**src/rtl/fp_add_pkg.sv**
```systemverilog
// Shared types, constants and helpers for the fp_adder issue/capture sequencer.
package fp_add_pkg;

    localparam int unsigned FP_W       = 32;
    localparam int unsigned FP_EXP_LSB = 23;
    localparam int unsigned FP_EXP_W   = 8;
    localparam int unsigned FP_CNT_W   = 2;

    localparam logic [FP_EXP_W-1:0] FP_EXP_ALL1     = 8'hFF;
    localparam logic [FP_CNT_W-1:0] FP_WAIT_NORMAL  = 2'd3;
    localparam logic [FP_CNT_W-1:0] FP_WAIT_SPECIAL = 2'd1;
    localparam logic [FP_W-1:0]     FP_QNAN         = 32'h7FFF_FFFF;

    typedef enum logic [1:0] {
        S_IDLE  = 2'd0,
        S_ISSUE = 2'd1,
        S_WAIT  = 2'd2
    } seq_state_t;

    // Operand pair as stored in the FIFO (64 bits).
    typedef struct packed {
        logic [FP_W-1:0] b;
        logic [FP_W-1:0] a;
    } fp_pair_t;

    // Either operand NaN/Inf: the adder takes its short path.
    function automatic logic fp_is_special(input logic [FP_W-1:0] a, input logic [FP_W-1:0] b);
        return (a[FP_EXP_LSB +: FP_EXP_W] == FP_EXP_ALL1) ||
               (b[FP_EXP_LSB +: FP_EXP_W] == FP_EXP_ALL1);
    endfunction

endpackage

```
**src/rtl/fp_operand_fifo.sv**
```systemverilog
// DEPTH-entry synchronous FIFO of operand pairs; head is read from the registered read pointer.
module fp_operand_fifo
    import fp_add_pkg::*;
#(
    parameter int unsigned DEPTH = 4
) (
    input  logic                      clk,
    input  logic                      rst,
    input  logic                      push_i,
    input  fp_pair_t                  wdata_i,
    input  logic                      pop_i,
    output fp_pair_t                  head_c,
    output logic [$clog2(DEPTH):0]    count_o,
    output logic                      empty_c,
    output logic                      full_c
);

    localparam int unsigned AW = $clog2(DEPTH);
    localparam int unsigned CW = AW + 1;

    fp_pair_t        mem_q [DEPTH];
    logic [AW-1:0]   wr_ptr_q;
    logic [AW-1:0]   rd_ptr_q;
    logic [CW-1:0]   count_q;
    logic            do_push_c;
    logic            do_pop_c;

    assign empty_c   = (count_q == '0);
    assign full_c    = (count_q == CW'(DEPTH));
    assign do_push_c = push_i && !full_c;
    assign do_pop_c  = pop_i && !empty_c;
    assign head_c    = mem_q[rd_ptr_q];
    assign count_o   = count_q;

    // Storage array; contents are don't-care until written, so no reset.
    always_ff @(posedge clk) begin
        if (do_push_c) begin
            mem_q[wr_ptr_q] <= wdata_i;
        end
    end

    // Pointers wrap naturally; count tracks occupancy including simultaneous push/pop.
    always_ff @(posedge clk or posedge rst) begin
        if (rst) begin
            wr_ptr_q <= '0;
            rd_ptr_q <= '0;
            count_q  <= '0;
        end else begin
            if (do_push_c) wr_ptr_q <= wr_ptr_q + AW'(1);
            if (do_pop_c)  rd_ptr_q <= rd_ptr_q + AW'(1);
            case ({do_push_c, do_pop_c})
                2'b10:   count_q <= count_q + CW'(1);
                2'b01:   count_q <= count_q - CW'(1);
                default: count_q <= count_q;
            endcase
        end
    end

endmodule

```
**src/rtl/fp_add_sequencer.sv**
```systemverilog
// Issues buffered operand pairs to fp_adder one at a time and captures its result
// in the predicted FINISH cycle (the adder has no completion strobe).
module fp_add_sequencer
    import fp_add_pkg::*;
#(
    parameter int unsigned DEPTH = 4
) (
    input  logic            clk,
    input  logic            rst,
    input  logic            in_valid,
    output logic            in_ready,
    input  logic [FP_W-1:0] in_a,
    input  logic [FP_W-1:0] in_b,
    output logic            res_valid,
    input  logic            res_ready,
    output logic [FP_W-1:0] res_sum,
    output logic            res_error,
    output logic [FP_W-1:0] fpa_a,
    output logic [FP_W-1:0] fpa_b,
    output logic            fpa_data_valid,
    input  logic [FP_W-1:0] fpa_sum,
    input  logic            fpa_error,
    output logic            busy
);

    localparam int unsigned AW = $clog2(DEPTH);
    localparam int unsigned CW = AW + 1;

    fp_pair_t              wdata_c;
    fp_pair_t              head_c;
    logic [CW-1:0]         fifo_count;
    logic                  fifo_empty_c;
    logic                  fifo_full_c;
    logic                  push_c;
    logic                  pop_c;
    logic                  slot_free_c;

    seq_state_t            state_q, state_d;
    logic [FP_CNT_W-1:0]   cnt_q, cnt_d;
    logic                  special_q, special_d;
    logic [FP_W-1:0]       a_q, a_d, b_q, b_d;
    logic [FP_W-1:0]       sum_q, sum_d;
    logic                  err_q, err_d;
    logic                  rv_q, rv_d;
    logic                  dv_q, dv_d;
    logic                  busy_q, busy_d;

    assign wdata_c.a   = in_a;
    assign wdata_c.b   = in_b;
    assign in_ready    = (fifo_count < CW'(DEPTH));
    assign push_c      = in_valid && !fifo_full_c;
    assign slot_free_c = !rv_q || res_ready;

    fp_operand_fifo #(
        .DEPTH (DEPTH)
    ) u_fifo (
        .clk     (clk),
        .rst     (rst),
        .push_i  (push_c),
        .wdata_i (wdata_c),
        .pop_i   (pop_c),
        .head_c  (head_c),
        .count_o (fifo_count),
        .empty_c (fifo_empty_c),
        .full_c  (fifo_full_c)
    );

    // Next-state: pop only when the output slot can take the eventual capture.
    always_comb begin
        state_d   = state_q;
        cnt_d     = cnt_q;
        special_d = special_q;
        a_d       = a_q;
        b_d       = b_q;
        sum_d     = sum_q;
        err_d     = err_q;
        rv_d      = rv_q;
        pop_c     = 1'b0;

        if (rv_q && res_ready) rv_d = 1'b0;

        case (state_q)
            S_IDLE: begin
                if (!fifo_empty_c && slot_free_c) begin
                    pop_c     = 1'b1;
                    a_d       = head_c.a;
                    b_d       = head_c.b;
                    special_d = fp_is_special(head_c.a, head_c.b);
                    state_d   = S_ISSUE;
                end
            end
            S_ISSUE: begin
                cnt_d   = special_q ? FP_WAIT_SPECIAL : FP_WAIT_NORMAL;
                state_d = S_WAIT;
            end
            S_WAIT: begin
                if (cnt_q == '0) begin
                    sum_d   = fpa_sum;
                    err_d   = fpa_error;
                    rv_d    = 1'b1;
                    state_d = S_IDLE;
                end else begin
                    cnt_d = cnt_q - FP_CNT_W'(1);
                end
            end
            default: state_d = S_IDLE;
        endcase

        dv_d   = (state_d == S_ISSUE);
        busy_d = (state_d != S_IDLE);
    end

    // State, operand, counter and output-slot registers.
    always_ff @(posedge clk or posedge rst) begin
        if (rst) begin
            state_q   <= S_IDLE;
            cnt_q     <= '0;
            special_q <= 1'b0;
            a_q       <= '0;
            b_q       <= '0;
            sum_q     <= '0;
            err_q     <= 1'b0;
            rv_q      <= 1'b0;
            dv_q      <= 1'b0;
            busy_q    <= 1'b0;
        end else begin
            state_q   <= state_d;
            cnt_q     <= cnt_d;
            special_q <= special_d;
            a_q       <= a_d;
            b_q       <= b_d;
            sum_q     <= sum_d;
            err_q     <= err_d;
            rv_q      <= rv_d;
            dv_q      <= dv_d;
            busy_q    <= busy_d;
        end
    end

    assign fpa_a          = a_q;
    assign fpa_b          = b_q;
    assign fpa_data_valid = dv_q;
    assign busy           = busy_q;
    assign res_valid      = rv_q;
    assign res_sum        = sum_q;
    assign res_error      = err_q;

endmodule

```
**config.mk**
```make
export PLATFORM = sky130hd
export DESIGN_NAME = fp_add_sequencer
export DESIGN_NICKNAME = d
export VERILOG_FILES = /design/src/rtl/fp_add_pkg.sv /design/src/rtl/fp_operand_fifo.sv /design/src/rtl/fp_add_sequencer.sv
export SDC_FILE = /design/constraint.sdc
export NUM_CORES = 1
export LEC_CHECK = 0
export ABC_AREA = 1
export ABC_CLOCK_PERIOD_IN_PS = 6510
export CAP_MARGIN = 10
export CORE_MARGIN = 5
export CORE_UTILIZATION = 55
export DETAILED_ROUTE_END_ITERATION = 6
export GPL_TIMING_DRIVEN = 0
export MAX_ROUTING_LAYER = met4
export PLACE_DENSITY = 0.77
export SLEW_MARGIN = 0
export SYNTH_ARGS = -nofsm -noshare
export SYNTH_HDL_FRONTEND = slang
export SYNTH_SLANG_ARGS = --single-unit
```
**constraint.sdc**
```tcl
create_clock -name clk -period 6.51 [get_ports clk]
set_clock_uncertainty 0.2 [all_clocks]
set_input_delay 1.302 -clock clk [delete_from_list [all_inputs] [get_ports clk]]
set_output_delay 1.302 -clock clk [all_outputs]
set_load 0.005 [all_outputs]
```
==> results.toml, run 1 <==
[grt]
grt_usage_pct = 23.56
grt-ovfl-total = 0
antenna_found_initial = 4
grt_pass1_wl_um = 51110
grt_pass1_vias = 9519
grt_max_degree = 69

[clock_network]
clkLatencyLatePin_ps = 510
tritoncts = "done"
cts_buffers = 37
path_clk_slew_ps = 60
cts.path.max_buffers = 3
hold_buffers = 0
htree_levels = 2
cts-root-buf = "clkbuf_16"
cts.sinks = 368
post_cts_resize_count = 0
postCtsSetupRepairBufs = 0

[sta]
hold_ws_ps = 276.5
period_needed_ps = 3805
fmax_mhz = 262.8
timing.final.crit_share_pct = 58.45
setup_viol = 0
hold_violations = 0
rsz0062_at_grt = "false"
worst_slew_pin_slew_ps = 1057
relSlewSlack_pct = 29.11
maxSlewViolCount = 0

[floorplan]
core_area_um2 = 25250
rows = 58
die_x_um = 170.2
start_util_pct = 55.90
io_pins = 202
die-area_um2 = 28970
die_h_um = 170.2

[setup_path]
critPathRequiredTime_ps = 6680
critPathTopFamily = "buffers and inverters"
crit_path_frequent_cell = "inv_1"
worstSetupPathType = "in2reg"
cp.buffers_inverters = 6
crit_path_max_fanout = 10
critical_path_arrival_ps = 3980
slowest_stage = "clkdlybuf4s50_1"
slowest_delay_ps = 460
endpoint_kind = "flop"
cp_cell_sequence = "clkdlybuf4s50_1, inv_1, nand2_1, nand3_2, inv_2, buf_4, buf_2, ha_1, inv_1, fa_1, a21oi_1, o21ai_0, xor2_1"
startpoint_type = "primary input"

[drt]
drc = 1
wl_per_cell_um = 19.32
antenna_left = 0
dr.first_iter.drc_count = 841
first_pass_iters = 7
vias_per_cell = 5.410
vias = 9397
wirelength_um = 33550

[cells_and_area]
final_cell_mix = "edfxtp_1, nand2_1, clkdlybuf4s50_1, nor2_1, dfrtp_1"
final_common_cell = "edfxtp_1"
utilization_pct = 71.17
fillerInstances = 1707
drive_gt1_share_pct = 10.19
area_growth_pct = 27.33
fin_nets = 1483

[logic_synthesis]
yosysTopAreaCell = "edfxtp_1"
syn_nets = 1234
synth_top_area_share_pct = 54.46
synth_cells = 1126
syn_area_per_cell_um2 = 12.54
ys_warn_count = 0
yosys-top-cells-area = "edfxtp_1, dfrtp_1, nand2_1"
ys_seq_area_share_pct = 74.31
syn_area_um2 = 14120
synth_cell_types = 25
yosys_register_bits = 368

[power]
power_mw = 8.797
p_per_area_nw_per_um2 = 489.5
p_leak_nw = 7.103
max-vdd-ir-drop_uv = 255.1

[job]
cap_violations = 0

[min_path]
hp-class = "reg2reg"

[placement]
hpwl_um = 21640
portBuffers = 201
place_congestion = 0.7876

[status]
violations = "design-rule violations"
status = "finished with violations"
[final cells by class]
type	instances	area, µm²	share of cell area (%)
clock buffer	53	1079	6.001
timing repair buffer	210	2200	12.24
tap	330	412.9	2.297
clock inverter	14	121.4	0.6752
multi-input combinational	625	3059	17.02
inverter	75	286.5	1.594
sequential	368	10490	58.36
buffer	58	315.3	1.754
antenna	4	10.01	0.05569
[worst paths after layout]
path	start	cells past startpoint	slack (ps)	to
max in group asynchronous	rst	3	4380	fpa_a[8]
setup / recovery	res_ready	13	2710	u_fifo.count_o[2]
min in group asynchronous	rst	2	1020	fpa_a[23]
setup reg to reg	u_fifo.count_o[0]	12	3550	u_fifo.count_o[2]
hold reg to reg	fpa_a[9]	2	280	fpa_a[9]
hold / removal	fpa_a[9]	2	280	fpa_a[9]
[worst min-delay path, stage by stage (launching register included)]
cell and delay [ps]:
dfrtp_1 340, nand2_1 50, nand2_1 60
[logic make-up after synthesis]
kind of cell             Yosys count  share of synthesized area [%]
buffers and inverters            133                          4.228
XOR/XNOR                           4                         0.2482
adder cells (fa/ha/maj)            7                         0.6736
AO/OA/AOI/OAI                    169                          6.630
flip-flops                       368                          74.31
AND/OR/NAND/NOR                  412                          11.27
multiplexers                      33                          2.633
[flip-flops by register name, summed over array words and instances (netlist names)]
register and cells:
busy 1, cnt_q 2, res_error 1, fpa_a 32, u_fifo.mem_q 256, u_fifo.count_o 3
fpa_data_valid 1, state_q 2, res_valid 1, u_fifo.wr_ptr_q 2, fpa_b 32, u_fifo.rd_ptr_q 2
res_sum 32, special_q 1
[report_power, final]
group | switching, mW | internal [mW] | total, mW
sequential | 0.269 | 3.22 | 3.49
combinational | 1.88 | 1.37 | 3.25
clock | 0.826 | 1.23 | 2.06
[metal layers]
| metal | part of all wire, % | track usage (%) |
|---|---|---|
| met1 | 41 | 30.68 |
| met2 | 49 | 38.05 |
| met3 | 8.6 | 4.855 |
| met4 | 2.1 | 6.875 |
| met5 | 0 | - |
[synth_stat cells]
| library cell | number |
|---|---|
| a21oi_1 | 3 |
| a31oi_1 | 17 |
| buf_2 | 24 |
| buf_4 | 6 |
| buf_6 | 6 |
| clkbuf_1 | 22 |
| dfrtp_1 | 112 |
| edfxtp_1 | 256 |
| fa_1 | 1 |
| ha_1 | 6 |
| inv_1 | 72 |
| inv_2 | 3 |
| mux2_2 | 33 |
| nand2_1 | 250 |
| nand3_1 | 28 |
| nand3_2 | 1 |
| nor2_1 | 131 |
| nor3_1 | 1 |
| o21a_1 | 1 |
| o21ai_0 | 100 |
| o22ai_1 | 47 |
| o31ai_2 | 1 |
| or2_2 | 1 |
| xnor2_1 | 1 |
| xor2_1 | 3 |
[per-stage QoR]
step | TNS [ps] | cell area [µm²] | setup WS [ps] | cells
finish | 0 | 17970 | 2705 | 1737
global route | 0 | 17970 | 2520 | 1737
CTS | 0 | 17960 | 2708 | 1733
detailed placement | 0 | 16760 | 2191 | 1666
global placement | -245180 | 16540 | -1021 | 1657
floorplan | 0 | 14120 | 1708 | 1126
No activity file was read; power rests on OpenSTA's default activity.
==> run 2: changes to the inputs <==
--- a/config.mk
+++ b/config.mk
@@ -6,14 +6,14 @@
 export NUM_CORES = 1
 export LEC_CHECK = 0
 export ABC_AREA = 1
-export ABC_CLOCK_PERIOD_IN_PS = 6510
+export ABC_CLOCK_PERIOD_IN_PS = 3800
 export CAP_MARGIN = 10
 export CORE_MARGIN = 5
-export CORE_UTILIZATION = 55
+export CORE_UTILIZATION = 54
 export DETAILED_ROUTE_END_ITERATION = 6
 export GPL_TIMING_DRIVEN = 0
 export MAX_ROUTING_LAYER = met4
-export PLACE_DENSITY = 0.77
+export PLACE_DENSITY = 0.76
 export SLEW_MARGIN = 0
 export SYNTH_ARGS = -nofsm -noshare
 export SYNTH_HDL_FRONTEND = slang
==> constraint.sdc (replaced) <==
create_clock -name clk -period 3.8 [get_ports clk]
set_clock_uncertainty 0.2 [all_clocks]
set_input_delay 0.76 -clock clk [delete_from_list [all_inputs] [get_ports clk]]
set_output_delay 0.76 -clock clk [all_outputs]
set_load 0.005 [all_outputs]
==> run 2 against run 1 <==
Net effect:
- the run now ends clean
- clock power up 81%
- combinational power is 70% higher
- largest cell class unchanged
- non-clock buffer count rose by 2
- final area up 0.56%
- worst setup slack lost 2300 ps
- via count shrank 0.21%
- die area grew 1.7%
- count of clock-buffer cells in the layout unchanged
- wire length is 0.79% lower
- global-route usage is 0.44 points lower
==> results.toml, run 2 (same netlist as run 1, synthesis figures left out) <==
[job]
cap_violations = 0

[setup_path]
critPathRequiredTime_ps = 3990
rr_endpoint = "u_fifo.count_o[2]"
startpoint_type = "primary input"
crit_path_frequent_cell = "inv_1"
r2r_start = "u_fifo.count_o[1]"
critPathTopFamily = "buffers and inverters"
crit_path_max_fanout = 10
cp.depth = 13
slowest_delay_ps = 460
cp.buffers_inverters = 6
endpoint_kind = "flop"
slowest_stage = "clkdlybuf4s50_1"
startpoint = "res_ready"
critical_path.endpoint = "u_fifo.count_o[2]"
critical_path_arrival_ps = 3630
cp_cell_sequence = "clkdlybuf4s50_1, inv_1, nand2_1, nand3_2, inv_2, buf_4, buf_2, ha_1, inv_1, fa_1, a21oi_1, o21ai_0, xor2_1"
worstSetupPathType = "in2reg"
r2r_slack_ps = 650
rr_worst_depth = 12

[sta]
rsz0062_at_grt = "false"
fmax_mhz = 290.6
relSlewSlack_pct = 27.98
period_needed_ps = 3441
setup_viol = 0
maxSlewViolCount = 0
setup_tns_ps = 0
hold_violations = 0
hold_ws_ps = 277.7
timing.final.crit_share_pct = 90.55
worst_slew_pin_slew_ps = 1074
layout_setup_ws_ps = 359.2

[floorplan]
rows = 59
start_util_pct = 54.48
die_h_um = 171.7
die-area_um2 = 29470
core_area_um2 = 25910
io_pins = 202
die_x_um = 171.7

[clock_network]
cts.path.max_buffers = 3
htree_levels = 2
cts_buffers = 37
cts.sinks = 368
postCtsSetupRepairBufs = 0
cts-root-buf = "clkbuf_16"
hold_buffers = 0
tritoncts = "done"
path_clk_slew_ps = 60
clkLatencyLatePin_ps = 510
post_cts_resize_count = 0

[cells_and_area]
final_common_cell = "edfxtp_1"
fillerInstances = 1784
utilization_pct = 69.76
largest_reg_flops = 256
drive_gt1_share_pct = 10.46
area_growth_pct = 28.04
final_cell_mix = "edfxtp_1, nand2_1, clkdlybuf4s50_1, nor2_1, dfrtp_1"
regMostFlops = "u_fifo.mem_q"
fin_nets = 1485

[power]
switchingPower_mw = 5.083
p_int_mw = 10.15
pwr-share-clk_pct = 24.5
max-vdd-ir-drop_uv = 534.4
power.share.switching_pct = 33.38
p_per_area_nw_per_um2 = 842.5
seq_power_share_pct = 39.2
p_leak_nw = 7.146
power.share.combinational_pct = 36.3

[drt]
wirelength_um = 33290
wl_per_cell_um = 19.11
drc = 0
vias = 9377
first_pass_iters = 6
antenna_left = 0
dr.first_iter.drc_count = 672
vias_per_cell = 5.383

[min_path]
hp-class = "reg2reg"

[grt]
grt-ovfl-total = 0
antenna_found_initial = 1
grt_max_degree = 43
grt_pass1_wl_um = 51000
grt_pass1_vias = 9471
grt_usage_pct = 23.11

[placement]
place_congestion = 0.7743
dpl_worst_slack_ps = -149.9
portBuffers = 201
hpwl_um = 21810

[status]
status = "finished clean"
## run 2: changes by cell type in the layout (fill, tap and decap cells not counted), moves of 2 or more
cell,before,now
buf_12,8,11
clkinv_2,6,3
diode_2,4,1
bufinv_16,2,4
clkbuf_1,31,29
## run 2: power groups by stage
stage                     sequential [mW]  combinational (mW)  clock, mW
final                                5.98                5.53       3.72
after global routing                 6.09                6.11       3.96
after global placement               6.13                5.27          0
after floorplan                      6.06                2.92          0
after detailed placement             6.05                5.54          0
after CTS                            5.98                5.58       3.78
## run 2: layout make-up
class	count	area, µm²	share of cell area (%)
Clock inverter	15	178.9	0.9899
Tap cell	335	419.2	2.319
Clock buffer	53	1092	6.043
Buffer	58	315.3	1.744
Multi-Input combinational cell	625	3059	16.93
Timing Repair Buffer	212	2232	12.35
Antenna cell	1	2.502	0.01384
Inverter	75	285.3	1.578
Sequential cell	368	10490	58.04
## run 2: how the worst min path moves through the flow
stage	startpoint	endpoint	slack, ps	depth (start not counted)
floorplan	special_q	special_q	250	2
global placement	fpa_b[6]	fpa_b[6]	260	2
detailed placement	fpa_b[22]	fpa_b[22]	260	2
CTS	fpa_b[22]	fpa_b[22]	280	2
global route	fpa_b[17]	fpa_b[17]	310	2
finish	fpa_a[31]	fpa_a[31]	280	2
## run 2: routing by layer
metal	part of all wire, %	wire, µm	global-route usage, %
met5	0	0	-
met1	40	13440	30.01
met4	2.6	869	7.131
met3	9.1	3031	4.895
met2	48	15950	37.12
## run 2: per-stage QoR
| step | cells | power [mW] | cell area (µm²) |
|---|---|---|---|
| after floorplan | 1126 | 8.973 | 14120 |
| after detailed placement | 1673 | 11.59 | 16800 |
| final | 1742 | 15.23 | 18070 |
| after global routing | 1742 | 16.16 | 18070 |
| after global placement | 1662 | 11.40 | 16550 |
| after CTS | 1741 | 15.35 | 18070 |
## run 2: worst reg2reg max path, delay by kind of cell, from the launching register on
kind | cells | cell delay (ps)
buffers and inverters | 5 | 890
AO/OA/AOI/OAI | 2 | 290
adder cells (fa/ha/maj) | 2 | 560
XOR/XNOR | 1 | 160
AND/OR/NAND/NOR | 2 | 510
flip-flops | 1 | 390
